==> src/rtl/alp_dq_pkg.sv <==
`default_nettype none
// ============================================================================
// Module      : alp_dq_pkg
// Description : Shared types and constants for the ALP Q/D shifter datapath.
// Revision    : 1.0 - initial release
// ============================================================================
package alp_dq_pkg;

    localparam int Q_OP_W    = 3;
    localparam int DEF_WIDTH = 32;
    localparam int DEF_CNT_W = 6;

    typedef enum logic [Q_OP_W-1:0] {
        Q_HOLD   = 3'b000,
        Q_LOAD_A = 3'b001,
        Q_LOAD_W = 3'b010,
        Q_SHL1   = 3'b011,
        Q_SHR1   = 3'b100,
        Q_SHL_N  = 3'b101,
        Q_SHR_N  = 3'b110,
        Q_RSVD   = 3'b111
    } q_op_t;

    typedef enum logic [1:0] {
        ST_IDLE  = 2'd0,
        ST_SHIFT = 2'd1,
        ST_DONE  = 2'd2
    } dq_state_t;

endpackage
`default_nettype wire

==> src/rtl/alp_dq_shifter_if.sv <==
`default_nettype none
// ============================================================================
// Module      : alp_dq_shifter_if
// Description : Operation/data bus between the microsequencer and the shifter.
// Revision    : 1.0 - initial release
// ============================================================================
interface alp_dq_shifter_if
    import alp_dq_pkg::*;
#(
    parameter int WIDTH = DEF_WIDTH,
    parameter int CNT_W = DEF_CNT_W
);

    logic [Q_OP_W-1:0] q_op_h;
    logic [WIDTH-1:0]  a_h;
    logic [WIDTH-1:0]  w_h;
    logic              d_we_h;
    logic              dreg_inh_l;
    logic [CNT_W-1:0]  shift_cnt_h;
    logic              q_sin_h;
    logic [WIDTH-1:0]  q_h;
    logic [WIDTH-1:0]  d_h;
    logic              q_sout_h;
    logic              busy_h;
    logic              done_h;

    modport master (
        output q_op_h, a_h, w_h, d_we_h, dreg_inh_l, shift_cnt_h, q_sin_h,
        input  q_h, d_h, q_sout_h, busy_h, done_h
    );

    modport slave (
        input  q_op_h, a_h, w_h, d_we_h, dreg_inh_l, shift_cnt_h, q_sin_h,
        output q_h, d_h, q_sout_h, busy_h, done_h
    );

endinterface
`default_nettype wire

==> src/rtl/alp_dq_shift_unit.sv <==
`default_nettype none
// ============================================================================
// Module      : alp_dq_shift_unit
// Description : Combinational one-step shifter with serial in/out (dir 1 = right).
// Revision    : 1.0 - initial release
// ============================================================================
module alp_dq_shift_unit #(
    parameter int WIDTH = 32
) (
    input  wire logic [WIDTH-1:0] i_operand,
    input  wire logic             i_dir,
    input  wire logic             i_sin,
    output logic      [WIDTH-1:0] o_result,
    output logic                  o_sout
);

    always_comb begin
        if (i_dir) begin
            o_result = {i_sin, i_operand[WIDTH-1:1]};
            o_sout   = i_operand[0];
        end else begin
            o_result = {i_operand[WIDTH-2:0], i_sin};
            o_sout   = i_operand[WIDTH-1];
        end
    end

endmodule
`default_nettype wire

==> src/rtl/alp_dq_shifter.sv <==
`default_nettype none
// ============================================================================
// Module      : alp_dq_shifter
// Description : Q/D register pair with single-step ops and an N-step shift
//               sequencer. Define ALP_DQ_DSHIFT_EN to make N-step ops shift
//               the double-width {D,Q} pair.
// Revision    : 1.0 - initial release
// ============================================================================
module alp_dq_shifter
    import alp_dq_pkg::*;
#(
    parameter int WIDTH = DEF_WIDTH,
    parameter int CNT_W = DEF_CNT_W
) (
    input  wire logic         clk,
    input  wire logic         reset_l,
    alp_dq_shifter_if.slave   bus
);

`ifdef ALP_DQ_DSHIFT_EN
    localparam int c_SU_W = 2 * WIDTH;
`else
    localparam int c_SU_W = WIDTH;
`endif

    q_op_t            w_op;
    dq_state_t        r_state;
    dq_state_t        w_state_nxt;
    logic [CNT_W-1:0] r_cnt;
    logic [CNT_W-1:0] w_cnt_nxt;
    logic             r_dir;
    logic             w_dir_nxt;
    logic [WIDTH-1:0] r_q;
    logic [WIDTH-1:0] w_q_nxt;
    logic [WIDTH-1:0] r_d;
    logic [WIDTH-1:0] w_d_nxt;
    logic             r_sout;
    logic             w_sout_nxt;
    logic             r_busy;
    logic             r_done;
    logic             w_seq;
    logic             w_nop;

    logic [c_SU_W-1:0] w_su_op;
    logic [c_SU_W-1:0] w_su_res;
    logic              w_su_dir;
    logic              w_su_sout;

    assign w_op  = q_op_t'(bus.q_op_h);
    assign w_seq = (r_state == ST_SHIFT);
    assign w_nop = !r_busy && ((w_op == Q_SHL_N) || (w_op == Q_SHR_N));

    // ------------------------------------------------------------------------
    // Sequencer next-state
    // ------------------------------------------------------------------------
    always_comb begin
        w_state_nxt = r_state;
        w_cnt_nxt   = r_cnt;
        w_dir_nxt   = r_dir;
        case (r_state)
            ST_SHIFT: begin
                w_cnt_nxt = r_cnt - CNT_W'(1);
                if (r_cnt == CNT_W'(1)) begin
                    w_state_nxt = ST_DONE;
                end
            end
            default: begin
                w_state_nxt = ST_IDLE;
                if (w_nop) begin
                    w_dir_nxt = (w_op == Q_SHR_N);
                    if (bus.shift_cnt_h == '0) begin
                        w_state_nxt = ST_DONE;
                        w_cnt_nxt   = '0;
                    end else begin
                        w_state_nxt = ST_SHIFT;
                        w_cnt_nxt   = bus.shift_cnt_h;
                    end
                end
            end
        endcase
    end

    // ------------------------------------------------------------------------
    // Shifter operand selection
    // ------------------------------------------------------------------------
    always_comb begin
        w_su_dir = w_seq ? r_dir : (w_op == Q_SHR1);
`ifdef ALP_DQ_DSHIFT_EN
        // Single-step ops stay Q-only: the upper half is padded so the wide
        // unit yields exactly the Q-only result and shifted-out bit.
        if (w_seq) begin
            w_su_op = {r_d, r_q};
        end else if (w_su_dir) begin
            w_su_op = {{(WIDTH-1){1'b0}}, bus.q_sin_h, r_q};
        end else begin
            w_su_op = {r_q[WIDTH-1], {(WIDTH-1){1'b0}}, r_q};
        end
`else
        w_su_op = r_q;
`endif
    end

    alp_dq_shift_unit #(
        .WIDTH     (c_SU_W)
    ) u_shift_unit (
        .i_operand (w_su_op),
        .i_dir     (w_su_dir),
        .i_sin     (bus.q_sin_h),
        .o_result  (w_su_res),
        .o_sout    (w_su_sout)
    );

    // ------------------------------------------------------------------------
    // Q/D datapath next values
    // ------------------------------------------------------------------------
    always_comb begin
        w_q_nxt    = r_q;
        w_d_nxt    = r_d;
        w_sout_nxt = r_sout;
        if (w_seq) begin
            w_q_nxt    = w_su_res[WIDTH-1:0];
            w_sout_nxt = w_su_sout;
`ifdef ALP_DQ_DSHIFT_EN
            w_d_nxt    = w_su_res[c_SU_W-1:WIDTH];
`endif
        end else begin
            case (w_op)
                Q_LOAD_A: w_q_nxt = bus.a_h;
                Q_LOAD_W: w_q_nxt = bus.w_h;
                Q_SHL1, Q_SHR1: begin
                    w_q_nxt    = w_su_res[WIDTH-1:0];
                    w_sout_nxt = w_su_sout;
                end
                default: ;
            endcase
            if (bus.d_we_h && bus.dreg_inh_l) begin
                w_d_nxt = bus.w_h;
            end
        end
    end

    always_ff @(posedge clk or negedge reset_l) begin
        if (!reset_l) begin
            r_state <= ST_IDLE;
            r_cnt   <= '0;
            r_dir   <= 1'b0;
            r_q     <= '0;
            r_d     <= '0;
            r_sout  <= 1'b0;
            r_busy  <= 1'b0;
            r_done  <= 1'b0;
        end else begin
            r_state <= w_state_nxt;
            r_cnt   <= w_cnt_nxt;
            r_dir   <= w_dir_nxt;
            r_q     <= w_q_nxt;
            r_d     <= w_d_nxt;
            r_sout  <= w_sout_nxt;
            r_busy  <= (w_state_nxt == ST_SHIFT);
            r_done  <= (w_state_nxt == ST_DONE);
        end
    end

    assign bus.q_h      = r_q;
    assign bus.d_h      = r_d;
    assign bus.q_sout_h = r_sout;
    assign bus.busy_h   = r_busy;
    assign bus.done_h   = r_done;

endmodule
`default_nettype wire
==> src/flat_wrapper.sv <==
// flat-port wrapper written by rule: the top's interface ports become plain ports
module alp_dq_shifter_flat import alp_dq_pkg::*;
#(
    parameter int WIDTH = DEF_WIDTH,
    parameter int CNT_W = DEF_CNT_W
)
  (clk, reset_l, bus_q_op_h, bus_a_h, bus_w_h, bus_d_we_h, bus_dreg_inh_l, bus_shift_cnt_h, bus_q_sin_h, bus_q_h, bus_d_h, bus_q_sout_h, bus_busy_h, bus_done_h);
  alp_dq_shifter_if #(.WIDTH(WIDTH), .CNT_W(CNT_W)) bus_i ();
  input  wire logic clk;
  input  wire logic reset_l;
  input wire logic [$bits(bus_i.q_op_h)-1:0] bus_q_op_h;
  input wire logic [$bits(bus_i.a_h)-1:0] bus_a_h;
  input wire logic [$bits(bus_i.w_h)-1:0] bus_w_h;
  input wire logic [$bits(bus_i.d_we_h)-1:0] bus_d_we_h;
  input wire logic [$bits(bus_i.dreg_inh_l)-1:0] bus_dreg_inh_l;
  input wire logic [$bits(bus_i.shift_cnt_h)-1:0] bus_shift_cnt_h;
  input wire logic [$bits(bus_i.q_sin_h)-1:0] bus_q_sin_h;
  output wire logic [$bits(bus_i.q_h)-1:0] bus_q_h;
  output wire logic [$bits(bus_i.d_h)-1:0] bus_d_h;
  output wire logic [$bits(bus_i.q_sout_h)-1:0] bus_q_sout_h;
  output wire logic [$bits(bus_i.busy_h)-1:0] bus_busy_h;
  output wire logic [$bits(bus_i.done_h)-1:0] bus_done_h;
  assign bus_i.q_op_h = bus_q_op_h;
  assign bus_i.a_h = bus_a_h;
  assign bus_i.w_h = bus_w_h;
  assign bus_i.d_we_h = bus_d_we_h;
  assign bus_i.dreg_inh_l = bus_dreg_inh_l;
  assign bus_i.shift_cnt_h = bus_shift_cnt_h;
  assign bus_i.q_sin_h = bus_q_sin_h;
  assign bus_q_h = bus_i.q_h;
  assign bus_d_h = bus_i.d_h;
  assign bus_q_sout_h = bus_i.q_sout_h;
  assign bus_busy_h = bus_i.busy_h;
  assign bus_done_h = bus_i.done_h;
  alp_dq_shifter #(.WIDTH(WIDTH), .CNT_W(CNT_W)) u_core (.clk(clk), .reset_l(reset_l), .bus(bus_i));
endmodule
==> config.mk <==
export PLATFORM = sky130hd
export DESIGN_NAME = alp_dq_shifter_flat
export DESIGN_NICKNAME = d
export VERILOG_FILES = /design/src/rtl/alp_dq_pkg.sv /design/src/rtl/alp_dq_shifter_if.sv /design/src/rtl/alp_dq_shift_unit.sv /design/src/rtl/alp_dq_shifter.sv /design/src/flat_wrapper.sv
export SDC_FILE = /design/constraint.sdc
export NUM_CORES = 1
export LEC_CHECK = 0
export CORE_AREA = 2 2 106 108
export CTS_CLUSTER_SIZE = 40
export DETAILED_ROUTE_END_ITERATION = 12
export DIE_AREA = 0 0 108 110
export GPL_TIMING_DRIVEN = 0
export MAX_ROUTING_LAYER = met4
export PLACE_DENSITY = 0.76
export SLEW_MARGIN = 10
export SYNTH_ARGS = -nofsm -noshare
export SYNTH_HDL_FRONTEND = slang
export SYNTH_SLANG_ARGS = --single-unit
==> constraint.sdc <==
create_clock -name clk -period 2.2 [get_ports clk]
set_input_delay 0.22 -clock clk [delete_from_list [all_inputs] [get_ports clk]]
set_output_delay 0.22 -clock clk [all_outputs]
set_load 0.02 [all_outputs]
### Yosys cells after proc, flatten, opt, wreduce, memory -nomap -nowiden

Index checks and enable logic that the tools add are counted.

| storage, ports and cells | value |
|---|---|
| bits in registers | 76 |
| input bits | 78 |
| output and inout port bits | 67 |
| logic and storage cells | 45 |

| cells by class | value |
|---|---|
| add/sub/neg operators | 1 |
| eq/ne operators | 10 |
| mux-type cells | 14 |
| bitwise gates (word level) | 1 |
| reduce and logical (&&, ||, !) cells | 11 |

Operators by type and width:

| kind | number |
|---|---|
| 32-bit case mux with 3 select lines | 1 |
| 32-bit 2-to-1 mux | 2 |
| 6-bit 2-to-1 mux | 3 |
| 3-bit == test, second input constant | 3 |
| 2-bit 2-to-1 mux | 4 |
| 3-bit by 2-bit == test with 1-bit output, second input constant | 2 |
| 6-bit by 1-bit == test with 1-bit output, second input constant | 1 |
| 6-bit logical NOT | 1 |
| 6-bit by 1-bit subtractor with 6-bit output, second input constant | 1 |
| 2-bit by 1-bit == test with 1-bit output, second input constant | 2 |
| 1-bit 2-to-1 mux | 4 |
| 2-bit AND reduction | 2 |
| 2-bit nonzero test | 2 |
| 4-bit nonzero test | 1 |
| 3-bit by 1-bit == test with 1-bit output, second input constant | 1 |
| 2-bit == test, second input constant | 1 |
| 1-bit logical AND | 2 |
| 2-bit OR reduction | 1 |
| 1-bit logical NOT | 1 |
| 1-bit logical OR | 1 |
| 1-bit inverter | 1 |

### Logic depth before layout (Yosys ltp)

Gate-level depths: netlist of the first run.

| depth | value |
|---|---|
| depth after elaboration | 6 |
| depth in mapped cells | 8 |
| mapped depth without buffers | 5 |

### Cells and area by module

A second synthesis of the first run with hierarchy kept.

| unflattened totals | value |
|---|---|
| cells, all modules | 370 |
| area total of the unflattened synthesis | 4494.3 um^2 |

By module, submodules not included:

| module | instances | cells an instance | area an instance (um^2) | seq. area each (um^2) |
|---|---|---|---|---|
| alp_dq_shifter | 1 | 333 | 3938.8 | 1901.8 |
| alp_dq_shift_unit | 1 | 37 | 555.5 | 0.0 |

### Least setup slack after synthesis of the first run

Ideal clock, no wire load.

| path | value |
|---|---|
| path type | reg2reg |
| start | register u_core.r_state[1] |
| end | register u_core.r_q[6], in the netlist u_core.bus.q_h[6] |
| library setup time | 126 ps |
| data arrival time | 1436 ps |
| required time | 2074 ps |
| path slack | 638 ps |
| cell stages (with the launch flop) | 7 |
| path buffers | 2 |
| period minus slack after synthesis | 1562 ps |
| cells stage by stage | dfrtp_1 > nand2b_2 > and2_1 > buf_6 > buf_6 > a22o_1 > o32a_1 |

| on the way | value |
|---|---|
| longest elaborated chain between the ends | 5 |
| elaborated cells between the ends (all ways) | 6 |
| classes of those cells | 1 x eq/ne; 4 x mux; 1 x reduce/logical |

Ends and longest elaborated chain:

| item | line | RTL |
|---|---|---|
| start, declared | alp_dq_shifter.sv:27 | `dq_state_t r_state;` |
| start signal, assigned | alp_dq_shifter.sv:153 | `r_state <= w_state_nxt;` |
| 2-bit by 1-bit == test with 1-bit output (*) | alp_dq_shifter.sv:50 | `assign w_seq = (r_state == ST_SHIFT);` |
| 1-bit 2-to-1 mux | alp_dq_shifter.sv:87 | `w_su_dir = w_seq ? r_dir : (w_op == Q_SHR1);` |
| 32-bit 2-to-1 mux | alp_dq_shift_unit.sv:18 | `if (i_dir) begin` |
| 32-bit case mux with 3 select lines | alp_dq_shifter.sv:127 | `case (w_op)` |
| 32-bit 2-to-1 mux | alp_dq_shifter.sv:120 | `if (w_seq) begin` |
| end signal, assigned | alp_dq_shifter.sv:156 | `r_q <= w_q_nxt;` |
| end, declared | alp_dq_shifter.sv:33 | `logic [WIDTH-1:0] r_q;` |

Mark *: on every way between the ends. The rest lies on a longest branch, timed or not.
A chain may end at the register's enable or synchronous reset.

### Worst setup path after layout of the first run

| path | value |
|---|---|
| start | register u_core.r_state[0] |
| end | register u_core.r_q[7], in the netlist u_core.bus.q_h[7] |

The elaborated chain is that of the path after synthesis.

==> flow_summary.toml, run 1 <==
[synth]
synth_top_area_share_pct = 40.3
synth_top_family_by_area = "compound AO/OA/AOI/OAI gates"
synthCells = 507
synthSimpleGateAreaFrac_pct = 17.9
synth_mux_area_share_pct = 14.9
synth_area_leaders = "dfrtp_1 40%, mux2_2 8.1%, mux2i_1 6.6%"
syn_area_mm2 = 0.00472
yosysTopAreaCell = "dfrtp_1"
synth-edff-count = 0
async_reset_ff_share_pct = 100
syn_avg_cell_area_um2 = 9.30
synth-xor-area-share_pct = 0.345
synthFlopType = "dfrtp_1"
synth_cell_type_count = 45
synth_adder_area_share_pct = 0.531
synth_warnings = 0
synth-seq-cells = 76
synth.net_count = 587
synth_seq_area_share_pct = 40.3
synth-compound-area-share_pct = 20.2

[placed_design]
post-dp-hpwl_um = 11800
portBuffers = 143
gp_congestion = 0.889

[routing]
drc_errors = 0
postRouteAntennaNets = 0
vias = 4601
wl_per_cell_um = 19.0
viasPerCell = 5.70
top_layer = "met4"
firstDrtPassIters = 5
drtIter0Drc = 441
wl_met3_um = 985
wl_met1_um = 6810
dr_wl_met2_um = 7240
wl_um = 15400

[timing]
rsz0062_at_grt = "no"
finalSetupViolCount = 0
finalHoldViolCount = 0
period_share_pct = 82.6
fin_worst_skew_ps = 14.3
slew_viol_final = 0
post-route-min-period_ps = 1820
worst_pin_slew_ps = 523
max_freq_ghz = 0.551
max_slew_margin_pct = 65.1

[grt]
grt_max_degree = 42
grt_antenna_before_repair = 0
gr-total-overflow = 0
grt_pass1_wl_um = 23900
gr-usage-all-layers_pct = 27.3
grt_pass1_vias = 4485

[power_and_ir_drop]
seq_power_share_pct = 32.5
power_density_mw_per_mm2 = 1360
p_total_uw = 8860
p_int_uw = 4980
irDropWorstVdd_mv = 0.684
combPwrFrac_pct = 56.2
clkPwrFrac_pct = 11.2
p_leak_uw = 0.00258
p_sw_uw = 3880
sw_frac_of_total_pct = 43.8

[critical_path]
crit_fanout = 10
reg2regPathDepth = 6
required_ps = 2480
max_stage_delay_ps = 380
start_kind = "flip-flop"
path_class = "reg2reg"
rrSetupSlack_ps = 380
worst-path-buf-inv = 2
timing.critical_path.mode_cell = "buf_2"
r2r-start = "u_core.r_state[0]"
path_cells = "nor2b_2 -> nor2_2 -> buf_2 -> buf_2 -> o21ai_0 -> a21oi_1"
crit_path_end_kind = "flip-flop"
crit_slowest_cell = "dfrtp_1"
cp_top_family = "buffers and inverters"
crit_arrival_ps = 2100
reg2reg_to = "u_core.bus.q_h[7]"

[clock_tree]
numCtsBuffers = 9
cts_root_buf = "clkbuf_8"
path_clk_slew_ps = 90
cts_buffer_depth = 2
clkSinkCount = 76
htree_num_levels = 3
post-cts-setup-buffers = 0
clk_latency_ps = 360
cts_tree = "built"

[run_status]
outcome = "complete, no violations"

[layout]
mostFrequentLayoutCells = "142 x clkdlybuf4s50_1, 76 x dfrtp_1, 58 x nor2_1"
nets = 743
syn2layout_area_growth_pct = 38.2
final_util_pct = 60.9
n_antenna_cell = 0
layout_commonest_cell = "clkdlybuf4s50_1"
drive_above_1_share_pct = 13.2

[hold_path]
worst_hold_path.endpoint = "u_core.r_cnt[5]"
hold_depth = 4
hp-class = "in2reg"
min_from = "bus_q_op_h[0]"

[floorplan]
initial_utilization_pct = 44.1
ioPinCount = 145
rows = 38
die_w_um = 108
die_area_mm2 = 0.0119
die_h_um = 110
core-area_mm2 = 0.0107

[flow_run]
max_cap_violations = 0
## state kept, by name, indices dropped and copies added (netlist names)
register / cells
u_core.r_cnt: 6
u_core.bus.q_h: 32
u_core.bus.busy_h: 1
u_core.bus.done_h: 1
u_core.bus.q_sout_h: 1
u_core.r_state: 2
u_core.bus.d_h: 32
u_core.r_dir: 1
## synthesized netlist by cell type, drive strengths merged (3+ instances only)
library cell and number:
o21ai 32, nand4 3, buf 33, nand2 15
a22o 7, and2 8, a31oi 3, o21bai 8
nor3 4, nor3b 3, nor2b 32, dfrtp 76
inv 7, clkbuf 12, a221oi 25, nor2 60
mux2i 31, a21oi 51, o22ai 7, nand3 9
o32a 7, nand2b 22, and3 3, mux2 35
## what timing repair did
action,4_1_cts,5_1_grt
hold buffers,1,0
gates resized for setup,0,0
hold endpoints to repair,35,0
## power groups by stage
stage	registers [uW]	clock network, uW	logic, uW
floorplan	3460	0	2150
global placement	2830	0	4850
detailed placement	2880	0	4960
CTS	2860	1000	4980
global route	2980	1070	5360
finish	2880	994	4980
## worst max-delay path by stage
stage                      start                 end  slack (ps)  depth (start not counted)
2_1_floorplan  u_core.r_state[1]   u_core.bus.q_h[6]         640                          6
3_3_place_gp             reset_l  u_core.bus.q_h[30]       -1920                          1
3_5_place_dp       bus_q_op_h[1]  u_core.bus.q_h[11]          90                          7
4_1_cts        u_core.r_state[1]   u_core.bus.q_h[1]         390                          6
5_1_grt        u_core.r_state[1]  u_core.bus.q_h[28]         180                          6
6_report       u_core.r_state[0]   u_core.bus.q_h[7]         380                          6
## layer usage
layer  track usage, %  vias to the layer above
met3             3.06                       24
met5                -                        -
li1                 -                     2143
met4             9.98                        0
met2             42.9                      201
met1             36.9                     2233
## through the flow
step	TNS (ps)	worst slack [ps]	std cells	area, um^2	hold slack [ps]
after global placement	-145090	-1920	790	6320	472
after detailed placement	0	85.3	791	6340	213
after CTS	0	393	807	6520	319
after global routing	0	178	807	6520	341
after floorplan	0	638	507	4720	-75.6
final	0	384	807	6520	332
## final cells by class
| class | count | area (um^2) |
|---|---|---|
| multi-input cells | 379 | 2540 |
| repair buffers | 145 | 1460 |
| plain buffers | 45 | 244 |
| flip-flops and latches | 76 | 1900 |
| well taps | 140 | 175 |
| clock inverters | 2 | 10.0 |
| fillers | 923 | 4180 |
| inverters | 7 | 26.3 |
| clock buffers | 13 | 159 |
## cell families (layout without fill, tap and decap cells)
group / after synthesis / count (layout)
simple gates: 163 / 163
flops: 76 / 76
compound gates: 147 / 147
buf+inv: 52 / 212
xor+xnor: 1 / 1
mux: 66 / 66
fa+ha+maj: 2 / 2
## worst reg2reg max path, stage by stage (launching register included)
cell	delay (ps)
dfrtp_1	380
nor2b_2	200
nor2_2	240
buf_2	300
buf_2	210
o21ai_0	200
a21oi_1	220
Note: power is estimated with default switching activity, not from simulation.
==> inputs of run 2 (changes only) <==
Settings changed: CORE_AREA 2 2 106 108 to 2 2 108 110, DIE_AREA 0 0 108 110 to 0 0 110 112.
Clock period 2.2 ns to 1.6 ns, I/O delays scaled along.
==> flow_summary.toml, run 2 (same netlist as run 1, synthesis figures left out) <==
[critical_path]
reg2regPathDepth = 6
worst-path-buf-inv = 2
required_ps = 1810
path_cells = "buf_6 -> nor2b_4 -> nor2_2 -> buf_4 -> a221oi_1 -> a21oi_1"
crit_fanout = 10
r2r-start = "u_core.r_state[1]"
path_class = "reg2reg"
start_kind = "flip-flop"
cp_top_family = "compound AO/OA/AOI/OAI gates"
crit_slowest_cell = "dfrtp_1"
rrSetupSlack_ps = -30
crit_arrival_ps = 1840
reg2reg_to = "u_core.bus.q_h[24]"
crit_path_end_kind = "flip-flop"
max_stage_delay_ps = 390

[timing]
post-route-min-period_ps = 1630
worst_pin_slew_ps = 534
max_slew_margin_pct = 64.4
finalHoldViolCount = 0
finalSetupViolCount = 7
slew_viol_final = 0
fin_worst_skew_ps = 8.69
period_share_pct = 102
max_freq_ghz = 0.614
rsz0062_at_grt = "yes"
timing.final.ws_setup_ps = -27.4

[floorplan]
rows = 39
ioPinCount = 145
die_area_mm2 = 0.0123
core-area_mm2 = 0.0112
die_h_um = 112
die_w_um = 110
initial_utilization_pct = 42.2

[routing]
wl_per_cell_um = 20.0
firstDrtPassIters = 5
drtIter0Drc = 398
wl_um = 16400
vias = 4825
viasPerCell = 5.87
postRouteAntennaNets = 0
drc_errors = 0

[hold_path]
hp-class = "in2async"

[clock_tree]
cts_tree = "built"
clk_latency_ps = 340
cts_buffer_depth = 2
numCtsBuffers = 9
htree_num_levels = 3
cts_root_buf = "clkbuf_16"
path_clk_slew_ps = 60
clkSinkCount = 76

[placed_design]
postPlaceCellArea_mm2 = 0.00635
gp_congestion = 0.929
portBuffers = 143
post-dp-hpwl_um = 11800

[run_status]
violations = "negative setup slack"
outcome = "complete, but fails checks"

[grt]
grt_pass1_vias = 4893
grt_pass1_wl_um = 25100
gr-total-overflow = 0
grt_antenna_before_repair = 0
grt_max_degree = 46
gr-usage-all-layers_pct = 27.3

[power_and_ir_drop]
power_density_mw_per_mm2 = 1890
clkPwrFrac_pct = 14.5
seq_power_share_pct = 30.5
sw_frac_of_total_pct = 43.4
combPwrFrac_pct = 55.0
p_int_uw = 7510
p_total_uw = 13300
p_sw_uw = 5770
p_leak_uw = 0.00292
irDropWorstVdd_mv = 1.07

[layout]
layout_commonest_cell = "clkdlybuf4s50_1"
n_antenna_cell = 0
mostFrequentLayoutCells = "110 x clkdlybuf4s50_1, 75 x dfrtp_1, 58 x nor2_1"
nets = 755
fillCellCount = 919
stdcell_area_mm2 = 0.00701
syn2layout_area_growth_pct = 48.7
drive_above_1_share_pct = 19.1

[flow_run]
max_cap_violations = 0
[run 2: cell types whose count changed in the layout (fill, tap and decap cells not counted), sizes merged]
cell / before / now
buf: 35 / 37
clkbuf: 25 / 35
clkdlybuf4s50: 142 / 110
dlygate4sd2: 0 / 24
dlymetal6s2s: 0 / 8
[run 2: timing repair]
action	CTS	global route
cloned	0	4
setup endpoints to repair	85	75
hold buffers	1	0
hold endpoints to repair	31	0
gates resized for setup	66	33
pin swaps	3	7
setup buffers	5	5
[run 2: worst max-delay path by stage]
stage | from | endpoint | slack (ps) | cells after the start
after detailed placement | bus_q_op_h[1] | u_core.bus.q_h[21] | -470 | 7
after floorplan | u_core.r_state[1] | u_core.bus.q_h[6] | 40 | 6
final | u_core.r_state[1] | u_core.bus.q_h[24] | -30 | 6
after CTS | u_core.bus.q_h[31] | bus_q_h[31] | -8 | 1
after global placement | reset_l | u_core.bus.q_h[28] | -2350 | 1
after global routing | bus_q_op_h[2] | u_core.r_cnt[0] | -110 | 6
[run 2: per-layer routing]
metal / vias to the layer above / wire [um] / global-route usage [%]
met1: 2350 / 6530 / 34.5
met5: - / 0 / -
met2: 258 / 8000 / 42.9
li1: 2175 / - / -
met4: 0 / 479 / 11.3
met3: 42 / 1400 / 4.68
[run 2: cell type report]
class | count | area, um^2 | share of cell area, %
clock buffers | 13 | 260 | 3.71
flip-flops and latches | 76 | 1900 | 27.1
repair buffers | 159 | 1620 | 23.0
plain buffers | 43 | 324 | 4.62
multi-input cells | 379 | 2700 | 38.4
inverters | 7 | 26.3 | 0.375
well taps | 143 | 179 | 2.55
clock inverters | 2 | 10.0 | 0.143
[run 2: power groups by stage]
stage | logic [uW] | clock network (uW) | registers, uW
floorplan | 2960 | 0 | 4760
global placement | 6650 | 0 | 3900
detailed placement | 6830 | 0 | 3960
CTS | 6950 | 1930 | 4000
global route | 7780 | 2020 | 4190
finish | 7300 | 1930 | 4060
[run 2: stage by stage]
stage                     cells  hold slack [ps]  setup WS, ps  utilization [%]  setup TNS [ps]
after global placement      793              473         -2350             56.6         -195550
after detailed placement    794              132          -468             56.8          -19780
final                       822              308         -27.4             62.8           -72.0
after floorplan             507             -136          37.8                -               0
after CTS                   814              293         -8.28             60.8           -11.1
after global routing        822              334          -109             62.8           -1360
==> inputs of run 3 (changes only) <==
Settings changed: GPL_TIMING_DRIVEN 0 to 1.
Clock period 1.6 ns to 1.4 ns, I/O delays scaled along.
==> flow_summary.toml, run 3 (same netlist as run 1, synthesis figures left out) <==
[critical_path]
required_ps = 1600
reg2reg_to = "u_core.bus.q_h[16]"
worst-path-buf-inv = 3
start_kind = "flip-flop"
reg2regPathDepth = 7
cp-startpoint = "u_core.r_state[0]"
crit_slowest_cell = "dfrtp_1"
rrSetupSlack_ps = -290
path_cells = "nor2b_4 -> buf_6 -> nor2_4 -> buf_12 -> buf_16 -> a22oi_1 -> a21oi_2"
path_class = "reg2reg"
r2r-start = "u_core.r_state[0]"
crit_fanout = 5
cp_top_family = "compound AO/OA/AOI/OAI gates"
crit_arrival_ps = 1880
max_stage_delay_ps = 390
crit_path_end_kind = "flip-flop"

[power_and_ir_drop]
p_leak_uw = 0.00343
irDropWorstVdd_mv = 1.20
power_density_mw_per_mm2 = 2250
p_total_uw = 18500

[layout]
n_antenna_cell = 0
syn2layout_area_growth_pct = 74.5
mostFrequentLayoutCells = "73 x clkdlybuf4s50_1, 68 x dfrtp_1, 67 x dlygate4sd2_1"
nets = 786
drive_above_1_share_pct = 33.5
layout_commonest_cell = "clkdlybuf4s50_1"
stdcell_area_mm2 = 0.00823
final_util_pct = 73.6
final_cells = 854

[floorplan]
die_h_um = 112
die_w_um = 110
initial_utilization_pct = 42.2
core-area_mm2 = 0.0112
ioPinCount = 145
die_area_mm2 = 0.0123
rows = 39

[grt]
grt_pass1_vias = 5035
use_met2_pct = 46.8
grt_max_degree = 37
gr-usage-all-layers_pct = 29.9
gr-total-overflow = 0
grt_pass1_wl_um = 27300
grt.busiest_layer = "met2"
use_met1_pct = 38.3
grtUsageMet3_pct = 5.33
grt_antenna_before_repair = 0

[timing]
max_slew_margin_pct = 68.8
post-route-min-period_ps = 1690
period_share_pct = 120
max_freq_ghz = 0.593
timing.final.ws_setup_ps = -286
finalHoldViolCount = 0
finalSetupViolCount = 74
rsz0062_at_grt = "yes"
fin_worst_skew_ps = 12.6
slew_viol_final = 0
worst_pin_slew_ps = 464

[placed_design]
postPlaceCellArea_mm2 = 0.00669
post-dp-hpwl_um = 11200
portBuffers = 144
dp.cells = 797
dp_slack_ps = -872
gp_congestion = 0.969

[routing]
wl_per_cell_um = 23.1
drc_errors = 0
firstDrtPassIters = 5
wl_um = 19700
viasPerCell = 6.12
vias = 5230
drtIter0Drc = 487
postRouteAntennaNets = 0

[clock_tree]
cts_tree = "built"
htree_num_levels = 3
numCtsBuffers = 9
path_clk_slew_ps = 70
clkSinkCount = 76
cts_root_buf = "clkbuf_16"
cts_buffer_depth = 2
clk_latency_ps = 350

[flow_run]
max_cap_violations = 0

[run_status]
outcome = "complete, but fails checks"
violations = "negative setup slack"

[hold_path]
hp-class = "in2async"
-- run 3: cell count changes in the layout (fill, tap and decap cells not counted), moves of 24 or more --
cell / previous run / this run
nor2_1: 58 / 34
mux2_2: 34 / 3
clkdlybuf4s50_1: 110 / 73
mux2_4: 0 / 32
dlygate4sd2_1: 24 / 67
-- run 3: per-stage QoR --
stage	hold slack, ps	setup TNS [ps]
after floorplan	-156	-838
after global placement	88.0	-26390
after detailed placement	94.1	-29550
after CTS	276	-7020
after global routing	316	-13270
final	293	-10730
-- run 3: what timing repair did --
item | 4_1_cts | 5_1_grt
hold buffers | 1 | 0
setup endpoints to repair | 141 | 75
cloned | 9 | 6
buffers inserted | 19 | 20
endpoints found under the hold margin | 25 | 0
pin swaps | 24 | 39
resized for setup | 160 | 123
-- run 3: worst max-delay path by stage --
stage / end / slack [ps] / cells past startpoint
after detailed placement: u_core.bus.q_h[21] / -870 / 5
after global routing: u_core.bus.q_h[23] / -340 / 7
after floorplan: u_core.bus.q_h[6] / -70 / 6
after global placement: u_core.bus.q_h[25] / -820 / 5
final: u_core.bus.q_h[16] / -290 / 7
after CTS: u_core.bus.q_h[2] / -160 / 5
-- run 3: metal layers --
layer	vias up	wire length [um]
li1	2242	-
met1	2588	7800
met2	326	9530
met3	74	1510
met4	0	869
met5	-	0
-- run 3: cell type report --
type,instances,area (um^2)
multi-input cells,379,3220
fillers,758,2950
repair buffers,233,2590
flip-flops and latches,76,1910
clock buffers,15,268
well taps,143,179
clock inverters,1,30.0
inverters,7,26.3
-- run 3: where the power goes --
group / switching, uW / internal [uW]
sequential: 1540 / 3330
combinational: 5580 / 5590
clock: 959 / 1480
